[src/rtl/pipeline_ctrl_pkg.sv]
// Shared stage indices, muldiv FSM encoding and per-hazard stage masks
// for the pipeline hazard controller.
package pipeline_ctrl_pkg;

    localparam int NUM_STG = 5;
    localparam int STG_F   = 0;
    localparam int STG_D   = 1;
    localparam int STG_E   = 2;
    localparam int STG_M   = 3;
    localparam int STG_W   = 4;

    typedef enum logic [1:0] {IDLE, BUSY, DONE} muldiv_state_t;

    function automatic logic [NUM_STG-1:0] stg_bit(input int s);
        logic [NUM_STG-1:0] m;
        m    = '0;
        m[s] = 1'b1;
        return m;
    endfunction

    localparam logic [NUM_STG-1:0] MASK_ALL       = '1;
    // Redirect kills everything younger than memory; memory and writeback retire.
    localparam logic [NUM_STG-1:0] MASK_RD_NULL   = stg_bit(STG_F) | stg_bit(STG_D) | stg_bit(STG_E);
    localparam logic [NUM_STG-1:0] MASK_MW_STALL  = stg_bit(STG_F) | stg_bit(STG_D) | stg_bit(STG_E)
                                                  | stg_bit(STG_M);
    localparam logic [NUM_STG-1:0] MASK_MW_BUBBLE = stg_bit(STG_W);
    localparam logic [NUM_STG-1:0] MASK_HZ_STALL  = stg_bit(STG_F) | stg_bit(STG_D);
    localparam logic [NUM_STG-1:0] MASK_HZ_BUBBLE = stg_bit(STG_E);

endpackage

[src/rtl/muldiv_sequencer.sv]
// Busy-counter FSM tracking the execute latency of the iterative multiplier/divider.
module muldiv_sequencer
    import pipeline_ctrl_pkg::*;
#(
    parameter int MULT_CYCLES = 4,
    parameter int DIV_CYCLES  = 32,
    parameter int CNT_W       = 6
) (
    input  logic clk,
    input  logic rst_n,
    input  logic start_i,
    input  logic is_div_i,
    input  logic accept_i,
    output logic busy_o,
    output logic done_o
);

    localparam logic [CNT_W-1:0] MULT_LOAD = CNT_W'(MULT_CYCLES - 1);
    localparam logic [CNT_W-1:0] DIV_LOAD  = CNT_W'(DIV_CYCLES - 1);

    muldiv_state_t    state_q, state_d;
    logic [CNT_W-1:0] cnt_q, cnt_d;
    logic [CNT_W-1:0] load;
    logic             launch;

    always_ff @(posedge clk or negedge rst_n) begin
        if (!rst_n) begin
            state_q <= IDLE;
            cnt_q   <= '0;
        end else begin
            state_q <= state_d;
            cnt_q   <= cnt_d;
        end
    end

    always_comb begin
        state_d = state_q;
        cnt_d   = cnt_q;
        launch  = start_i & accept_i;
        load    = is_div_i ? DIV_LOAD : MULT_LOAD;
        case (state_q)
            IDLE, DONE: begin
                if (launch) begin
                    cnt_d   = load;
                    // Single-cycle ops have nothing to count down.
                    state_d = (load == '0) ? DONE : BUSY;
                end else begin
                    state_d = IDLE;
                end
            end
            BUSY: begin
                if (cnt_q == '0) state_d = DONE;
                else             cnt_d   = cnt_q - 1'b1;
            end
            default: state_d = IDLE;
        endcase
    end

    assign busy_o = (state_q == BUSY);
    assign done_o = (state_q == DONE);

endmodule

[src/rtl/pipeline_hazard_controller.sv]
// Central stall/bubble/nullify generator: load-use, HI/LO, memory-wait and
// redirect handling, plus sequencing of the multi-cycle mult/div unit.
module pipeline_hazard_controller
    import pipeline_ctrl_pkg::*;
#(
    parameter int MULT_CYCLES = 4,
    parameter int DIV_CYCLES  = 32,
    parameter int CNT_W       = 6
) (
    input  logic               clk,
    input  logic               reset,
    input  logic [4:0]         dec_rs,
    input  logic [4:0]         dec_rt,
    input  logic               dec_use_rs,
    input  logic               dec_use_rt,
    input  logic               dec_reads_hilo,
    input  logic               ex_is_load,
    input  logic [4:0]         ex_dest_reg,
    input  logic               ex_muldiv_start,
    input  logic               ex_is_div,
    input  logic               mem_req,
    input  logic               mem_ready,
    input  logic               redirect,
    output logic [NUM_STG-1:0] stall,
    output logic [NUM_STG-1:0] bubble,
    output logic [NUM_STG-1:0] nullify,
    output logic               muldiv_busy,
    output logic               muldiv_done
);

    logic mw, rd, hl, lu, accept;

    assign mw = mem_req & ~mem_ready;
    // A redirect under memory wait is held by the producer until the wait clears.
    assign rd = redirect & ~mw;
    assign hl = dec_reads_hilo & (muldiv_busy | ex_muldiv_start);
    assign lu = ex_is_load & (ex_dest_reg != 5'd0)
              & ((dec_use_rs & (dec_rs == ex_dest_reg)) | (dec_use_rt & (dec_rt == ex_dest_reg)));

    // A start under redirect belongs to a flushed instruction; under MW it will reissue.
    assign accept = ~(mw | rd);

    muldiv_sequencer #(
        .MULT_CYCLES (MULT_CYCLES),
        .DIV_CYCLES  (DIV_CYCLES),
        .CNT_W       (CNT_W)
    ) u_seq (
        .clk      (clk),
        .rst_n    (reset),
        .start_i  (ex_muldiv_start),
        .is_div_i (ex_is_div),
        .accept_i (accept),
        .busy_o   (muldiv_busy),
        .done_o   (muldiv_done)
    );

    always_comb begin
        stall   = '0;
        bubble  = '0;
        nullify = '0;
        if (!reset) begin
            nullify = MASK_ALL;
        end else if (rd) begin
            nullify = MASK_RD_NULL;
        end else if (mw) begin
            stall  = MASK_MW_STALL;
            bubble = MASK_MW_BUBBLE;
        end else if (hl | lu) begin
            stall  = MASK_HZ_STALL;
            bubble = MASK_HZ_BUBBLE;
        end
    end

endmodule
[config.mk]
export PLATFORM = sky130hd
export DESIGN_NAME = pipeline_hazard_controller
export DESIGN_NICKNAME = d
export VERILOG_FILES = /design/src/rtl/pipeline_ctrl_pkg.sv /design/src/rtl/muldiv_sequencer.sv /design/src/rtl/pipeline_hazard_controller.sv
export SDC_FILE = /design/constraint.sdc
export NUM_CORES = 1
export LEC_CHECK = 0
export CAP_MARGIN = 20
export CORE_MARGIN = 8
export CORE_UTILIZATION = 38
export CTS_CLUSTER_SIZE = 28
export DETAILED_ROUTE_END_ITERATION = 8
export HOLD_SLACK_MARGIN = 0.08
export PLACE_DENSITY = 0.81
export SETUP_SLACK_MARGIN = 0.15
export SKIP_LAST_GASP = 1
export SLEW_MARGIN = 20
export SYNTH_ARGS = -nofsm -noshare
export SYNTH_HDL_FRONTEND = slang
export SYNTH_SLANG_ARGS = --single-unit
[constraint.sdc]
create_clock -name clk -period 2 [get_ports clk]
set_input_delay 0.4 -clock clk [delete_from_list [all_inputs] [get_ports clk]]
set_output_delay 0.4 -clock clk [all_outputs]
set_load 0.02 [all_outputs]
Word-level counts from Yosys, hierarchy flattened
Index checks and enable logic that the tools add are counted.
Widths: inputs -> output; s select.
{ "classes": {"addsub": 1, "bitwise_logic": 15, "reduce_logical": 7, "eq_ne": 7, "n_mux": 18} }
{ "ops": {"columns": ["operator", "count"], "rows": [
  ["$mux 5", 5],
  ["$logic_not 6->1", 2],
  ["$mux 4", 3],
  ["$mux 6", 2],
  ["$pmux 6 s2", 1],
  ["$eq 5x5->1", 2],
  ["$and 1x1->1", 8],
  ["$mux 2", 4],
  ["$mux 3", 2],
  ["$sub 6x1->6 const B", 1],
  ["$reduce_bool 5->1", 1],
  ["$ne 2x1->1 const B", 2],
  ["$or 1x1->1", 4],
  ["$pmux 2 s2", 1],
  ["$not 1->1", 3],
  ["$reduce_and 3->1", 1],
  ["$eq 2x1->1 const B", 1],
  ["$eq 2x2->1 const B", 1],
  ["$logic_not 2->1", 1],
  ["$ne 2x2->1 const B", 1],
  ["$reduce_bool 2->1", 1],
  ["$reduce_or 2->1", 1]
]} }
{ "word_totals": {"inputBits": 26, "regBits": 8, "out_inout_bits": 17, "elab_cells": 50} }

Longest topological paths before layout
{ "logic_depth": {"ltp_word": 9, "depth_mapped": 7, "mapped_depth_nobuf": 6} }

By module
From an unflattened synthesis, not the netlist that was laid out.
{ "hier_totals": {"cells_unflattened": 82, "hier_area_um2": 716.9} }
{ "by_module_without_submodules": {"columns": ["mod", "n_inst", "area_each_um2", "cells_per_inst"], "rows": [
  ["muldiv_sequencer", 1, 432.9, 41],
  ["pipeline_hazard_controller", 1, 284.0, 41]
]} }

Worst setup path after synthesis
Ideal clock, no wire load.
{ "synth_timing": {"path_kind": "in2out", "startpoint": "input ex_dest_reg[3]", "endpoint": "output stall[1]", "cell_stages": 5, "slack_ns": -0.241, "arrival_time_ns": 1.841, "n_path_buf": 1, "required_ns": 1.600, "path_cell_list": "xor2_1 -> nor4_1 -> a32oi_1 -> o31ai_1 -> buf_4"} }
{ "synth_between": {"elab_chain_cells": 9, "word_cells_on_any_way": 13, "classes_between": "2 x eq/ne; 4 x mux; 6 x bitwise; 1 x reduce/logical"} }
{ "synth_rtl": {"columns": ["element", "line", "rtl"], "rows": [
  ["start, declared", "pipeline_hazard_controller.sv:18", "input logic [4:0] ex_dest_reg,"],
  ["$eq 5x5->1", "pipeline_hazard_controller.sv:38", "& ((dec_use_rs & (dec_rs == ex_dest_reg)) | (dec_use_rt & (dec_rt == ex_dest_reg)));"],
  ["$and 1x1->1", "pipeline_hazard_controller.sv:38", null],
  ["$or 1x1->1", "pipeline_hazard_controller.sv:38", null],
  ["$and 1x1->1 *", "pipeline_hazard_controller.sv:38", null],
  ["$or 1x1->1 *", "pipeline_hazard_controller.sv:68", "end else if (hl | lu) begin"],
  ["$mux 2 *", "pipeline_hazard_controller.sv:68", null],
  ["$mux 4 *", "pipeline_hazard_controller.sv:65", "end else if (mw) begin"],
  ["$mux 4 *", "pipeline_hazard_controller.sv:63", "end else if (rd) begin"],
  ["$mux 4 *", "pipeline_hazard_controller.sv:61", "if (!reset) begin"],
  ["end, declared", "pipeline_hazard_controller.sv:24", "output logic [NUM_STG-1:0] stall,"]
]} }
Mark *: on every way between the ends. The rest lies on a longest branch, timed or not.

Worst setup path after layout
{ "layout_timing": {"startpoint": "input ex_dest_reg[0]", "endpoint": "output bubble[2]"} }
{ "layout_between": {"elab_chain_cells": 9, "word_cells_on_any_way": 13, "classes_between": "2 x eq/ne; 4 x mux; 6 x bitwise; 1 x reduce/logical"} }
{ "layout_rtl": {"columns": ["element", "line", "rtl"], "rows": [
  ["$eq 5x5->1", "pipeline_hazard_controller.sv:38", null],
  ["$and 1x1->1", "pipeline_hazard_controller.sv:38", null],
  ["$or 1x1->1", "pipeline_hazard_controller.sv:38", null],
  ["$and 1x1->1 *", "pipeline_hazard_controller.sv:38", null],
  ["$or 1x1->1 *", "pipeline_hazard_controller.sv:68", null],
  ["$mux 3 *", "pipeline_hazard_controller.sv:68", null],
  ["$mux 5 *", "pipeline_hazard_controller.sv:65", null],
  ["$mux 5 *", "pipeline_hazard_controller.sv:63", null],
  ["$mux 5 *", "pipeline_hazard_controller.sv:61", null],
  ["end, declared", "pipeline_hazard_controller.sv:25", "output logic [NUM_STG-1:0] bubble,"]
]} }
Marked as above.

==> flow_summary_export.csv <==
group,metric,value,unit
pwr,swShare,40.11,%
cts,clock_latency,260,ps
job,drv_cap,0,
grt,grt_overflow_total,0,
floorplan,die_y,60.89,µm
pwr,clkPwrFrac,12.1,%
timing,setup_viol,0,
cts,cts_root_buffer,"clkbuf_4",
grt,grt_usage,12.92,%
route,drt-initial-drc-count,21,
timing,final.setup.worst_slack,25.70,ps
route,route.detailed.drc,0,
grt,antenna_found_initial,0,
timing,finalHoldViolCount,0,
yosys,yosys.cell_types.count,42,
yosys,ys_warn_count,0,
layout,final_layout_size_suffix_gt1_share,43.70,%
floorplan,ioPinCount,43,
layout,final_cell_mix,"14 x buf_4, 11 x dlygate4sd2_1, 8 x buf_2, 8 x dfrtp_1, 7 x buf_6",
floorplan,row_count,16,
floorplan,core_area,0.001922,mm²
grt,grt_max_degree,12,
yosys,synth_area_per_cell,8.604,µm²
critical_path,ff2ff_path_depth,4,
min_path,hold_class,"in -> async",
timing,period_needed,1974,ps
layout,area_delta_synth_final,64.87,%
floorplan,start_util,39.84,%
floorplan,die_area,0.003708,mm²
cts,cts.sinks,8,
cts,cts-buffers-inserted,3,
cts,path_clk_slew,50,ps
critical_path,critPathLaunchType,"input port",
cts,cts_buffer_depth,2,
grt,grt_pass1_vias,775,
placement,place.gp.congestion,0.7498,
layout,postLayoutCoreUtil,65.69,%
placement,dp_slack,-812.3,ps
critical_path,end_kind,"output pin",
critical_path,path_max_fanout,3,
pwr,ir_drop,624.1,µV
route,drtAntennaViolNets,0,
cts,h-tree-depth,1,
timing,rsz0062_at_grt,"true",
timing,timing.hold.ws,235.5,ps
critical_path,cp.required,1600,ps
route,vias_per_cell,4.784,
route,drt-pass1-iter-count,4,
yosys,synth.cell_area,765.7,µm²
yosys,ys_seq_area_share,26.14,%
timing,fin_worst_skew,0.1512,ps
pwr,p_per_area,827.2,mW/mm²
critical_path,criticalPathCategory,"in -> out",
timing,fin_crit_sh,98.72,%
layout,n_antenna_cell,0,
cts,cts_tree,"yes",
cts,postCtsHoldBufs,0,
pwr,p_total,1.044,mW
pwr,p_sw,0.4189,mW
pwr,combPwrFrac,60.8,%
yosys,netlist_instances,89,
layout,nets,165,
yosys,synth_seq_cells,8,
pwr,leakagePower,0.5852,nW
pwr,p_int,0.6254,mW
timing,fmax,506.5,MHz
placement,io_buffers,38,
pwr,seq_power_share,27.2,%
placement,dp_hpwl,1809,µm
route,vias,775,
floorplan,die_w,60.89,µm
route,wl_per_cell,13.96,µm
route,routed_wl,2261,µm
grt,grt_pass1_wl,3525,µm
critical_path,crit_arrival,1570,ps
layout,mostFrequentLayoutCell,"buf_4",
status,status,"finished clean",
timing,slew_violations,0,
timing,tns,0,ps
[routing by layer]
metal,GRT usage (%),share of wire [%],up-vias,routed length (µm)
met2,22.47,52,23,1180
met1,13.13,39,358,891
met5,0,0,-,0
met3,5.297,6.8,5,154
met4,5.980,1.5,0,34
li1,-,-,389,-
[kinds of logic (layout without fill, tap and decap cells)]
logic type / after synthesis / in the layout / synth area share (%)
and+or+nand+nor: 26 / 26 / 21.40
AOI/OAI and AO/OA: 20 / 20 / 17.97
buffers and inverters: 20 / 63 / 16.01
xor gates and xnor gates: 10 / 10 / 11.44
DFF: 8 / 8 / 26.14
adders and majority gates: 2 / 2 / 3.267
muxes: 2 / 2 / 3.267
other: 1 / 4 / 0.4897
[synth_stat cells]
library cell	n	area, µm²
buf_4	10	75.07
dfrtp_1	8	200.2
xor2_1	8	70.07
inv_1	6	22.52
a21oi_1	4	20.02
o21ai_0	4	20.02
nand2_1	3	11.26
nor2_1	3	11.26
nor3_1	3	15.01
a31oi_1	2	12.51
ha_1	2	25.02
nand2b_1	2	12.51
nor4_1	2	12.51
or3_1	2	12.51
or3_2	2	15.01
xnor2_1	2	17.52
a22o_2	1	10.01
a32oi_1	1	8.760
a41oi_1	1	8.760
and2_0	1	6.260
and2_2	1	7.510
and2_4	1	8.760
buf_2	1	5.000
buf_6	1	11.26
clkbuf_2	1	5.000
clkinv_1	1	3.750
conb_1	1	3.750
mux2_4	1	15.01
mux2i_1	1	10.01
nand3_1	1	5.000
nand4b_1	1	8.760
nor2b_1	1	6.260
nor2b_4	1	13.76
o211ai_1	1	7.510
o21ai_1	1	5.000
o21ba_2	1	10.01
o22a_1	1	8.760
o22a_2	1	10.01
o2bb2ai_1	1	8.760
o31ai_1	1	7.510
or4_1	1	7.510
or4b_1	1	10.01
[worst max-delay path, cell delays in order]
cell and delay [ps]:
buf_2 130, xor2_1 150, nor4_1 330, a32oi_2 130, buf_4 170, o21ai_2 120
buf_6 140
[stage by stage]
stage	cell area, µm²	instances
after floorplan	795.8	92
after global placement	1207	157
after detailed placement	1207	157
after CTS	1242	162
after global routing	1262	162
final	1262	162
[layout make-up]
type / count / area [µm²]
clock buffer: 3 / 22.52
timing repair buffer: 53 / 452.9
sequential: 8 / 200.2
multi-input combinational: 64 / 525.5
tap: 27 / 33.78
fill: 168 / 659.4
inverter: 7 / 27.53
[path summary, 6_finish.rpt]
kind                                        from               end  slack, ps
max in group asynchronous                  reset  u_seq.state_q[1]       1640
min in group clk                  u_seq.cnt_q[1]    u_seq.cnt_q[1]        530
worst max-delay path              ex_dest_reg[0]         bubble[2]         30
worst min register to register    u_seq.cnt_q[1]    u_seq.cnt_q[1]        530
worst max register to register  u_seq.state_q[0]    u_seq.cnt_q[1]        270
worst min-delay path                       reset  u_seq.state_q[0]        240
[registers in the layout (all words and copies together) (netlist names)]
signal and count:
u_seq.state_q 2, u_seq.cnt_q 6
[power groups by stage]
stage	clock [mW]	sequential, mW	combinational, mW
3_5_place_dp	0	0.285	0.640
4_1_cts	0.133	0.283	0.632
6_report	0.126	0.284	0.635
3_3_place_gp	0	0.281	0.623
5_1_grt	0.144	0.295	0.696
2_1_floorplan	0	0.272	0.434
[timing repair]
action,CTS,global route
hold endpoints to repair,0,0
setup buffers,2,0
gates resized for setup,108,7
setup endpoints to repair,17,6
pin swaps,14,4
No activity file was read; power rests on OpenSTA's default activity.
==> RTL edit: new RTL, config.mk and constraints unchanged <==
`DIV_CYCLES` is set to 32 in 2 places; all go to 16.
--- a/src/rtl/muldiv_sequencer.sv
+++ b/src/rtl/muldiv_sequencer.sv
@@ -3,7 +3,7 @@
     import pipeline_ctrl_pkg::*;
 #(
     parameter int MULT_CYCLES = 4,
-    parameter int DIV_CYCLES  = 32,
+    parameter int DIV_CYCLES  = 16,
     parameter int CNT_W       = 6
 ) (
     input  logic clk,
--- a/src/rtl/pipeline_hazard_controller.sv
+++ b/src/rtl/pipeline_hazard_controller.sv
@@ -4,7 +4,7 @@
     import pipeline_ctrl_pkg::*;
 #(
     parameter int MULT_CYCLES = 4,
-    parameter int DIV_CYCLES  = 32,
+    parameter int DIV_CYCLES  = 16,
     parameter int CNT_W       = 6
 ) (
     input  logic               clk,
Behaviour: same outputs for any inputs over 10 cycles, from zero or initial values and one cycle with reset low; that may be too few to reach the edited logic, so the function may still have changed.
==> RTL edit against the unedited design <==
  * Synthesized cell count is 5.6% lower
  * Critical path depth is 1 lower
  * Total power is 4.7% higher
  * Critical path type unchanged
  * Worst setup slack better by 0.058 ns
  * Sequential cell count stayed put
  * Critical endpoint unchanged
  * Area after synthesis is 2.8% lower
  * Core utilization is 1.2 points higher
  * Wire length is 8.6% higher
  * Cell area is 0.69% higher
==> RTL edit: results (changes against the unedited design) <==
| Metric | Value |
|---|---|
| Status | `finished, final reports clean` |
| DR vias | `814 (+5.0%)` |
| Global Route Usage Sum | `13.5% (+0.59 points)` |
| CTS root buf | `clkbuf_4` |
| CP Max Fanout | `3 (unchanged)` |
| Worst R2R Start | `u_seq.cnt_q[1]` |
| Number of global-route vias before repair | `758 (-2.2%)` |
| Synth cell count leaders | `buf_4, xor2_1, dfrtp_1` |
| Cell family with most CP delay | `simple AND/OR/NAND/NOR gates` |
| Leakage | `0.595 nW (+1.6%)` |
| Placer Congestion | `0.903 (+20%)` |
| Final setup skew | `0.00743 ns (+0.00728 ns)` |
| Top flop regs | `u_seq.cnt_q: 6 flops, u_seq.state_q: 2 flops` |
| Final HPWL DP | `1.93 mm (+6.9%)` |
| Placed cell count | `156 (-0.64%)` |
| Final worst-path setup slack | `0.0841 ns (+0.0584 ns)` |
| Max VDD drop | `0.000767 V (+23%)` |
| Vias per inst | `4.99 (+4.4%)` |
| Routed len/inst | `15.1 um (+8.0%)` |
| NumNets Final | `166 (+0.61%)` |
| Mapped Cells | `84 (-5.6%)` |
| P_sw | `0.000440 W (+4.9%)` |
| Asr flop ratio synth | `100% (unchanged)` |
| CP Data Arrival Time | `1.52 ns (-0.05 ns)` |
| Slowest CP cell | `or4_4` |
| Tot Pwr | `0.00109 W (+4.7%)` |
| 1st-pass router iterations | `4 (unchanged)` |
| Fill count | `153 (-8.9%)` |
| CTS Buf Count | `3 (unchanged)` |
| Comb pwr share | `60.5% (-0.3 points)` |
| Seq/Total Area, Yosys | `26.9% (+0.75 points)` |
| First-pass GRT wire length | `3.71 mm (+5.1%)` |
| Synth area leaders | `dfrtp_1, xor2_1, buf_4` |
| Cell variety after synth | `35 (-17%)` |
| Iter 0 DRT Violations | `14 (-33%)` |
| Crit path largest cell delay | `0.53 ns (+0.20 ns)` |
| R2r setup slk | `0.19 ns (-0.08 ns)` |
| Placed Area | `0.00121 sq mm (+0.62%)` |
| Worst slack, placed | `-0.791 ns (+0.0215 ns)` |
| Largest net degree at the start of global routing | `11 (-1)` |
| CP startpoint | `ex_dest_reg[1]` |
| Fraction of layout cells with a size suffix above 1 | `47.8% (+4.1 points)` |
| Worst Reg-to-Reg Cells | `6 (+2)` |
==> RTL edit: changes by cell type after synthesis, moves of 2 or more <==
cell / before / now
or4b_4: 0 / 2
o21ai_0: 4 / 6
inv_1: 6 / 4
a31oi_1: 2 / 0
a21oi_1: 4 / 2
o2bb2a_1: 0 / 2
or3_2: 2 / 0
nor2_1: 3 / 5
==> RTL edit: timing repair <==
action | CTS | global route
setup buffers | 1 | 3
endpoints found under the hold margin | 0 | 0
pin swaps | 20 | 8
resized for setup | 106 | 14
gates cloned | 0 | 0
setup endpoints to repair | 15 | 11
==> RTL edit: layer usage <==
metal  global-route usage (%)  routed length (um)
met4                     5.10                  30
met5                        0                   0
met2                     21.0                1060
met3                     3.87                 289
met1                     16.9                1080
==> RTL edit: worst min path at each step <==
stage	startpoint	to	slack (ns)	cells past startpoint
floorplan	reset	u_seq.cnt_q[0]	0.10	0
global placement	u_seq.cnt_q[1]	u_seq.cnt_q[1]	0.54	1
detailed placement	u_seq.cnt_q[1]	u_seq.cnt_q[1]	0.54	1
CTS	reset	u_seq.cnt_q[4]	0.34	3
global route	reset	u_seq.cnt_q[4]	0.37	3
finish	reset	u_seq.cnt_q[5]	0.35	3
==> RTL edit: logic make-up (layout without fill, tap and decap cells) <==
group	count (synthesis)	count (layout)	synth area share [%]
adder cells (fa/ha/maj)	2	2	3.36
other	1	4	0.504
AND/OR/NAND/NOR	30	30	25.4
XOR/XNOR	11	11	12.9
AO/OA/AOI/OAI	15	15	14.8
multiplexers	2	2	3.53
flip-flops	8	8	26.9
buffers and inverters	15	64	12.6
==> RTL edit: area by class of cell <==
class,count,area (sq um),area share [%]
clock buffers,3,22.5,1.77
multi-input cells,64,541,42.5
inverters,5,20.0,1.57
flip-flops and latches,8,200,15.7
well taps,27,33.8,2.66
repair buffers,56,454,35.7
